**config.mk**
```make
export PLATFORM = sky130hd
export DESIGN_NAME = anchor_scheduler
export DESIGN_NICKNAME = d
export VERILOG_FILES = /design/src/rtl/edge_detector_pkg.sv /design/src/rtl/anchor_scheduler_counter.sv /design/src/rtl/anchor_scheduler.sv
export SDC_FILE = /design/constraint.sdc
export NUM_CORES = 1
export LEC_CHECK = 0
export ABC_CLOCK_PERIOD_IN_PS = 2900
export CORE_MARGIN = 8
export CORE_UTILIZATION = 50
export DETAILED_ROUTE_END_ITERATION = 10
export GPL_ROUTABILITY_DRIVEN = 0
export PLACE_DENSITY = 0.78
export SYNTH_ARGS = -nofsm -noshare
export SYNTH_HDL_FRONTEND = slang
export SYNTH_SLANG_ARGS = --single-unit
```
**constraint.sdc**
```tcl
create_clock -name clk -period 2.9 [get_ports clk]
set_input_delay 0.87 -clock clk [delete_from_list [all_inputs] [get_ports clk]]
set_output_delay 0.87 -clock clk [all_outputs]
set_load 0.02 [all_outputs]
```
**src/rtl/edge_detector_pkg.sv**
```systemverilog
// Shared edge-detector package.
// Holds the anchor scheduler state encoding, the default anchor column
// advance (STEP) and a helper that derives the last legal anchor column.
// Reused by anchor_scheduler, anchor_counter and gradient_controller.
package edge_detector_pkg;

    // Anchor scheduler FSM states.
    typedef enum logic [2:0] {
        S_IDLE,
        S_FETCH,
        S_MOVE,
        S_WAIT,
        S_DONE
    } sched_state_t;

    // Anchor column advance, equal to the number of gradient outputs per window.
    localparam int unsigned DEFAULT_STEP = 14;

    // Largest anchor column x = 1 + k*step that still satisfies
    // x + step + 1 <= img_w - 1. Returns 1 when only the first column fits.
    function automatic int unsigned last_anchor_x(input int unsigned img_w,
                                                  input int unsigned step);
        int unsigned n;
        n = (img_w - 3) / step;
        if (n == 0) begin
            return 1;
        end
        return 1 + (n - 1) * step;
    endfunction

endpackage

```
**src/rtl/anchor_scheduler_counter.sv**
```systemverilog
// anchor_counter: anchor position generator for anchor_scheduler.
// Holds the window anchor (x, y), loads (1,1) on init, steps y first and
// wraps y to 1 while advancing x by STEP, and flags the last frame position.
//   clk      in   clock
//   n_rst    in   asynchronous active-low reset (anchor cleared to 0,0)
//   init     in   load anchor (1,1)
//   advance  in   step to the next position
//   x, y     out  current anchor (32-bit unsigned)
//   last     out  anchor is the final position of the frame
module anchor_counter
    import edge_detector_pkg::*;
#(
    parameter int unsigned IMG_W = 64,
    parameter int unsigned IMG_H = 48,
    parameter int unsigned STEP  = DEFAULT_STEP
) (
    input  logic        clk,
    input  logic        n_rst,
    input  logic        init,
    input  logic        advance,
    output logic [31:0] x,
    output logic [31:0] y,
    output logic        last
);

    localparam logic [31:0] X_LAST = 32'(last_anchor_x(IMG_W, STEP));
    localparam logic [31:0] Y_LAST = 32'(IMG_H - 2);
    localparam logic [31:0] X_STEP = 32'(STEP);

    always_ff @(posedge clk or negedge n_rst) begin
        if (!n_rst) begin
            x <= '0;
            y <= '0;
        end else if (init) begin
            x <= 32'd1;
            y <= 32'd1;
        end else if (advance) begin
            if (y >= Y_LAST) begin
                y <= 32'd1;
                x <= x + X_STEP;
            end else begin
                y <= y + 32'd1;
            end
        end
    end

    assign last = (x == X_LAST) && (y == Y_LAST);

endmodule

```
**src/rtl/anchor_scheduler.sv**
```systemverilog
// anchor_scheduler: walks the 3x3 window anchor over a frame.
// For each position it requests a window fetch, pulses anchor_moving to
// start the pipeline stages, then waits until every stage has reported
// completion before advancing. Emits frame_done after the last position.
//   clk            in   clock
//   n_rst          in   asynchronous active-low reset
//   start          in   begin a frame scan (honoured in IDLE only)
//   abort          in   synchronous return to IDLE
//   stage_done     in   per-stage completion pulses
//   fetch_req      out  request load of the window at the anchor
//   fetch_ack      in   window loaded
//   anchor_moving  out  one-cycle pulse, anchor changed
//   anchor_x/y     out  window anchor coordinates
//   busy           out  scheduler not idle
//   frame_done     out  one-cycle pulse after the final position
module anchor_scheduler
    import edge_detector_pkg::*;
#(
    parameter int unsigned IMG_W      = 64,
    parameter int unsigned IMG_H      = 48,
    parameter int unsigned STEP       = DEFAULT_STEP,
    parameter int unsigned NUM_STAGES = 3
) (
    input  logic                  clk,
    input  logic                  n_rst,
    input  logic                  start,
    input  logic                  abort,
    input  logic [NUM_STAGES-1:0] stage_done,
    output logic                  fetch_req,
    input  logic                  fetch_ack,
    output logic                  anchor_moving,
    output logic [31:0]           anchor_x,
    output logic [31:0]           anchor_y,
    output logic                  busy,
    output logic                  frame_done
);

    sched_state_t          state;
    sched_state_t          state_next;
    logic [NUM_STAGES-1:0] mask;
    logic                  mask_full;
    logic                  ctr_init;
    logic                  ctr_advance;
    logic                  at_last;

    anchor_counter #(
        .IMG_W (IMG_W),
        .IMG_H (IMG_H),
        .STEP  (STEP)
    ) u_counter (
        .clk     (clk),
        .n_rst   (n_rst),
        .init    (ctr_init),
        .advance (ctr_advance),
        .x       (anchor_x),
        .y       (anchor_y),
        .last    (at_last)
    );

    // Completion includes pulses arriving in the current cycle.
    assign mask_full = &(mask | stage_done);

    always_ff @(posedge clk or negedge n_rst) begin
        if (!n_rst) begin
            state <= S_IDLE;
        end else begin
            state <= state_next;
        end
    end

    // Mask only accumulates in WAIT; every other state (including MOVE)
    // holds it cleared, so stray pulses outside WAIT never count.
    always_ff @(posedge clk or negedge n_rst) begin
        if (!n_rst) begin
            mask <= '0;
        end else if (abort || state != S_WAIT) begin
            mask <= '0;
        end else begin
            mask <= mask | stage_done;
        end
    end

    always_comb begin
        state_next  = state;
        ctr_init    = 1'b0;
        ctr_advance = 1'b0;
        if (abort) begin
            state_next = S_IDLE;
        end else begin
            case (state)
                S_IDLE: begin
                    if (start) begin
                        state_next = S_FETCH;
                        ctr_init   = 1'b1;
                    end
                end
                S_FETCH: begin
                    if (fetch_ack) begin
                        state_next = S_MOVE;
                    end
                end
                S_MOVE: begin
                    state_next = S_WAIT;
                end
                S_WAIT: begin
                    if (mask_full) begin
                        if (at_last) begin
                            state_next = S_DONE;
                        end else begin
                            state_next  = S_FETCH;
                            ctr_advance = 1'b1;
                        end
                    end
                end
                S_DONE: begin
                    state_next = S_IDLE;
                end
                default: begin
                    state_next = S_IDLE;
                end
            endcase
        end
    end

    // Outputs decoded from the registered state only.
    assign fetch_req     = (state == S_FETCH);
    assign anchor_moving = (state == S_MOVE);
    assign frame_done    = (state == S_DONE);
    assign busy          = (state != S_IDLE);

endmodule

```
==> impl_metrics.toml, run 1 <==
[outcome]
status = "completed"

[yosys]
synthDistinctLibCells = 46
synthArstFlopShare_pct = 100.0
synth-adder-area-share_pct = 1.026
yosys.area_share.simple_pct = 31.47
netlist_instances = 400
synth_xor_area_share_pct = 0
synth-edff-count = 0
synth_seq_cells = 70
synth_nets = 411
synth.avg_cell_area_um2 = 9.143
yosys_warnings = 0
synth_area_leaders = "dfrtp_1 (48%), nor2_1 (5.0%), a21oi_1 (4.4%), nand4_1 (3.9%), or3_1 (3.8%)"
yosys-mux-area-fraction_pct = 2.292
yosys.area.top_type = "dfrtp_1"
yosys.area.top_type_share_pct = 47.90
yosysSeqAreaShare_pct = 47.90
synth-compound-area-share_pct = 15.12
synth_common_cells = "dfrtp_1 (70), nor2_1 (49), a21oi_1 (32), nand2_1 (27), o21ai_0 (25)"
synth_top_family_by_area = "simple AND/OR/NAND/NOR gates"
ys.flop_type = "dfrtp_1"
synth.most_common_cell = "dfrtp_1"
syn-cell-area_um2 = 3657

[final_layout]
seq_area_um2 = 1752
nets = 508
final_util_pct = 67.95
num_antenna_cells = 0
multi_input_area_um2 = 1846
layout-drive-gt1-share_pct = 10.40
area_growth_pct = 33.32
fin_area_um2 = 4876
nFillCells = 595

[sta]
max_slew_margin_pct = 52.54
finalCriticalPeriod_ns = 2.799
fmax_ghz = 0.3573
rsz0062_at_grt = "no"
timing.final.ws_setup_ns = 0.1015
worst_slew_pin_slew_ns = 0.7119
setup_viol = 0
clock_skew_ns = 0.007727
hold_viol_final = 0
period_share_pct = 96.50
drv_slew = 0

[critical_path]
cp_max_fo = 15
cp-start-kind = "primary input"
cp.required_ns = 3.16
crit_type = "primary input to flop"
end_kind = "flop"
critPathArrivalTime_ns = 3.06

[route]
drt-initial-drc-count = 247
postRouteAntennaNets = 0
wl_per_cell_um = 18.20
vias = 3745
first_pass_iters = 5
drc = 0
wl_mm = 10.90
via_per_inst = 6.252

[die]
ios = 76
start_util_pct = 50.97
die_w_um = 101.5
core_um2 = 7176
die_area_um2 = 10310
die_h_um = 101.5
fp-row-count = 31

[power]
p_per_area_nw_per_um2 = 440.9
p_leak_nw = 2.043
ir_worst_vdd_uv = 224.9

[clock_network]
root_buffer = "clkbuf_8"
clk_pin_slew_ns = 0.07
ctsLongestPathBuffers = 2
cts_buffers = 9
cts_tree = "built"
clkLatencyLatePin_ns = 0.34
tritoncts_num_sinks = 70
htreeDepth = 3

[global_routing]
grt_pass1_vias = 3489
antenna_found_initial = 0
grt.total_usage_pct = 21.00
grt_pass1_wl_mm = 17.38
gr-total-overflow = 0
grt_max_degree = 41

[place]
post-place-ws_ns = -0.2974
place_hpwl_mm = 7.858
dpl-instance-area_um2 = 4710
portBuffers = 75

[worst_hold_path]
hold_class = "flop to flop"

[run]
maxCapViolCount = 0
logic make-up (layout without fill, tap and decap cells):
group | count (synthesis) | count (layout)
compound gates | 92 | 92
fa+ha+maj | 3 | 3
buf+inv | 21 | 121
flops | 70 | 70
mux | 8 | 8
simple gates | 206 | 206
final timing paths:
check | startpoint | to | slack (ns) | cells after the start
setup / recovery | abort | u_counter.x[12]$_DFFE_PN0P_ | 0.10 | 8
min in group asynchronous | n_rst | u_counter.y[2]$_DFFE_PN0P_ | 0.58 | 1
hold reg to reg | u_counter.x[0]$_DFFE_PN0P_ | u_counter.x[0]$_DFFE_PN0P_ | 0.51 | 1
max in group asynchronous | n_rst | u_counter.x[17]$_DFFE_PN0P_ | 1.66 | 2
setup reg to reg | u_counter.y[0]$_DFFE_PN0P_ | u_counter.y[19]$_DFFE_PN0P_ | 0.35 | 9
hold / removal | u_counter.x[0]$_DFFE_PN0P_ | u_counter.x[0]$_DFFE_PN0P_ | 0.51 | 1
per-layer routing:
layer / global-route usage, % / up-vias / wire, um
met5: 0 / - / 0
met4: 6.758 / 0 / 178
met3: 4.055 / 21 / 760
met2: 33.30 / 155 / 5177
met1: 28.12 / 1863 / 4784
li1: - / 1706 / -
cell type report:
type	instances	area share (%)
clock buffer	12	2.977
clock inverter	2	0.2053
inverter	3	0.2309
timing repair buffer	104	20.27
tap	99	2.540
sequential	70	35.93
multi-input combinational	309	37.85
cells in the final DEF, fill, tap and decap left out, types with 2 or more instances in the layout:
cell type and count:
clkinv_2 2, or3_1 22, clkbuf_8 10, nand2b_1 7, inv_1 3, buf_12 2
a31oi_1 9, nor2b_1 2, nand2_1 27, and4_1 7, mux2_2 3, o2bb2ai_1 3
and3_1 14, clkbuf_1 2, a21oi_1 32, dfrtp_1 70, o21ai_0 25, o21ai_1 2
nor4_1 12, buf_4 27, nand4_1 23, and2_1 4, nor4b_1 4, a41oi_1 2
o31ai_1 3, ha_1 3, o211ai_1 6, nor3_1 3, clkdlybuf4s50_1 74, nor2_1 49
nand3_1 15, mux2i_1 5, or4_1 9
through the flow:
step / setup TNS [ns] / cells / hold slack (ns) / total power, mW
global route: 0 / 599 / 0.5218 / 2.238
global placement: -5.678 / 585 / 0.4829 / 1.482
CTS: 0 / 599 / 0.5138 / 2.157
floorplan: 0 / 400 / 0.4711 / 1.287
finish: 0 / 599 / 0.5121 / 2.150
detailed placement: -6.850 / 585 / 0.4987 / 1.492
state kept, by name, indices dropped and copies added, names as in the netlist:
signal / flops
mask: 3
state: 3
u_counter.x: 32
u_counter.y: 32
power by group:
part	internal (mW)	switching, mW
Combinational	0.185	0.214
Sequential	1.01	0.0674
Clock	0.323	0.351
repair_timing:
action	CTS	global route
hold buffers	0	0
setup buffers	0	0
endpoints found under the setup margin	0	7
gates resized for setup	0	2
worst max-delay path, cell delays in order:
cell and delay (ns):
clkdlybuf4s50_1 0.42, nand4bb_4 0.20, buf_4 0.17, nor4_4 0.36
buf_4 0.27, nand4_1 0.16, or4_1 0.44, a21oi_1 0.18
(Power assumes the default switching activity.)
==> run 2, diff against run 1 <==
--- a/config.mk
+++ b/config.mk
@@ -6,10 +6,12 @@
 export NUM_CORES = 1
 export LEC_CHECK = 0
 export ABC_CLOCK_PERIOD_IN_PS = 2900
+export CAP_MARGIN = 5
 export CORE_MARGIN = 8
 export CORE_UTILIZATION = 50
 export DETAILED_ROUTE_END_ITERATION = 10
 export GPL_ROUTABILITY_DRIVEN = 0
+export GPL_TIMING_DRIVEN = 0
 export PLACE_DENSITY = 0.78
 export SYNTH_ARGS = -nofsm -noshare
 export SYNTH_HDL_FRONTEND = slang
==> run 2 against run 1 <==
  * Power grew 9.6%
  * First-iteration DRC count grew 1.2%
  * Sequential share of layout area grew 0.38 points
  * Combinational power shrank 7.3%
  * Register-to-register slack lost 0.11 ns
  * Sequential cell count is the same
  * Critical path type unchanged
  * Routed wire length grew 0.68%
  * Critical endpoint is now u_counter.x[20]$_DFFE_PN0P_
  * Hold slack lost 0.018 ns
  * Die area is the same
  * Global-route usage grew 0.67 points
  * Largest power group unchanged
  * Non-clock buffer count shrank 9
  * Critical path depth shrank 1
==> impl_metrics.toml, run 2 (synthesis results as in run 1) <==
[outcome]
status = "completed"

[worst_hold_path]
hold_class = "flop to flop"

[final_layout]
reg_top3 = "u_counter.x (32), u_counter.y (32)"
num_antenna_cells = 0
fin_area_um2 = 4825
nFillCells = 581
area_growth_pct = 31.92
final_common_cell = "clkdlybuf4s50_1"
instances_no_fill = 592
layout-drive-gt1-share_pct = 7.911
seq_area_um2 = 1752
final_cell_mix = "clkdlybuf4s50_1 (73), dfrtp_1 (70), nor2_1 (48)"
multi_input_area_um2 = 1859
nets = 499

[route]
wl_per_cell_um = 18.54
vias = 3681
wl_mm = 10.98
drc = 0
via_per_inst = 6.218
postRouteAntennaNets = 0
drt-initial-drc-count = 250
first_pass_iters = 5

[critical_path]
cpMaxStageDelayCell = "or4_4"
cp_max_fo = 7
critPathArrivalTime_ns = 3.14
cp.required_ns = 3.18
worst-path-buf-inv = 2
crit_type = "primary input to flop"
slowest_delay_ns = 0.52
path_cells = "clkdlybuf4s50_1 -> nor2_2 -> or4_4 -> buf_6 -> or4_1 -> or3_1 -> a21oi_2"
rrSetupSlack_ns = 0.24
crit_family = "simple AND/OR/NAND/NOR gates"
end_kind = "flop"
cp-start-kind = "primary input"

[power]
total_power_mw = 2.356
p_per_area_nw_per_um2 = 488.4
ir_worst_vdd_uv = 242.8
p_leak_nw = 1.987

[place]
dpl-instance-area_um2 = 4529
portBuffers = 75
post-place-ws_ns = -0.7563
place_hpwl_mm = 7.724
place_inst = 574

[global_routing]
grt_pass1_wl_mm = 17.65
grt.total_usage_pct = 21.67
gr-total-overflow = 0
grt_max_degree = 71
grt_pass1_vias = 3515
antenna_found_initial = 0

[clock_network]
cts_buffers = 9
clkLatencyLatePin_ns = 0.35
ctsLongestPathBuffers = 2
cts_tree = "built"
htreeDepth = 3
clk_pin_slew_ns = 0.07
cts_hold_buf = 0
root_buffer = "clkbuf_8"
tritoncts_num_sinks = 70

[sta]
fmax_ghz = 0.3494
timing.final.ws_setup_ns = 0.03779
max_slew_margin_pct = 40.10
clock_skew_ns = 0.009315
setup_viol = 0
hold_viol_final = 0
finalCriticalPeriod_ns = 2.862
worst_slew_pin_slew_ns = 0.8984
drv_slew = 0
finalSetupTns_ns = 0
period_share_pct = 98.70

[die]
ios = 76
core_um2 = 7176
die_w_um = 101.5
start_util_pct = 50.97
die_area_um2 = 10310
die_h_um = 101.5
fp-row-count = 31

[run]
maxCapViolCount = 0
==> run 2: final timing paths <==
path                                             from                          end  cells past startpoint
max                                     stage_done[1]  u_counter.x[20]$_DFFE_PN0P_                      7
min                        u_counter.x[0]$_DFFE_PN0P_   u_counter.x[0]$_DFFE_PN0P_                      1
max reg2reg                u_counter.y[0]$_DFFE_PN0P_   u_counter.x[8]$_DFFE_PN0P_                      9
min reg2reg                u_counter.x[0]$_DFFE_PN0P_   u_counter.x[0]$_DFFE_PN0P_                      1
max in group asynchronous                       n_rst  u_counter.y[14]$_DFFE_PN0P_                      1
min in group asynchronous                       n_rst   u_counter.y[8]$_DFFE_PN0P_                      1
==> run 2: report_power, final <==
group          switching [mW]  leakage (nW)  total (mW)  internal (mW)
sequential             0.0687         0.966        1.08           1.01
combinational           0.212         0.906       0.370          0.158
clock                   0.377         0.116       0.908          0.531
==> run 2: what timing repair did <==
item | in CTS | in global routing
endpoints found under the setup margin | 52 | 30
pin swaps | 1 | 2
gates resized for setup | 8 | 9
setup buffers | 1 | 2
endpoints found under the hold margin | 0 | 0
==> run 2: stage by stage <==
stage	utilization (%)	hold slack (ns)
finish	67.24	0.4939
detailed placement	63.12	0.4840
global route	67.24	0.5227
CTS	66.84	0.4999
floorplan	-	0.4711
global placement	63.16	0.4782
==> run 2: final cells by class <==
| cell class | instances | share of cell area, % |
|---|---|---|
| inverters | 3 | 0.2334 |
| clock buffers | 11 | 3.138 |
| well taps | 99 | 2.567 |
| plain buffers | 17 | 1.582 |
| repair buffers | 78 | 15.95 |
| flip-flops and latches | 70 | 36.31 |
| clock inverters | 5 | 1.686 |
| multi-input cells | 309 | 38.54 |
==> run 2: routing by layer <==
metal | GRT usage (%) | part of all wire, % | vias up | wire [um]
met3 | 5.086 | 9.0 | 22 | 993
met4 | 10.77 | 2.0 | 0 | 223
met5 | 0 | 0 | - | 0
met2 | 32.44 | 46 | 184 | 5066
met1 | 28.66 | 43 | 1782 | 4692
li1 | - | - | 1693 | -
==> run 2: worst register-to-register path, cell delays in order, from the launching register on <==
cell and delay [ns]:
dfrtp_1 0.47, inv_1 0.08, ha_1 0.22, nor2_1 0.10
o21bai_1 0.07, a211oi_1 0.43, o21a_1 0.47, clkbuf_1 0.43
o21ai_0 0.17, a21oi_1 0.16
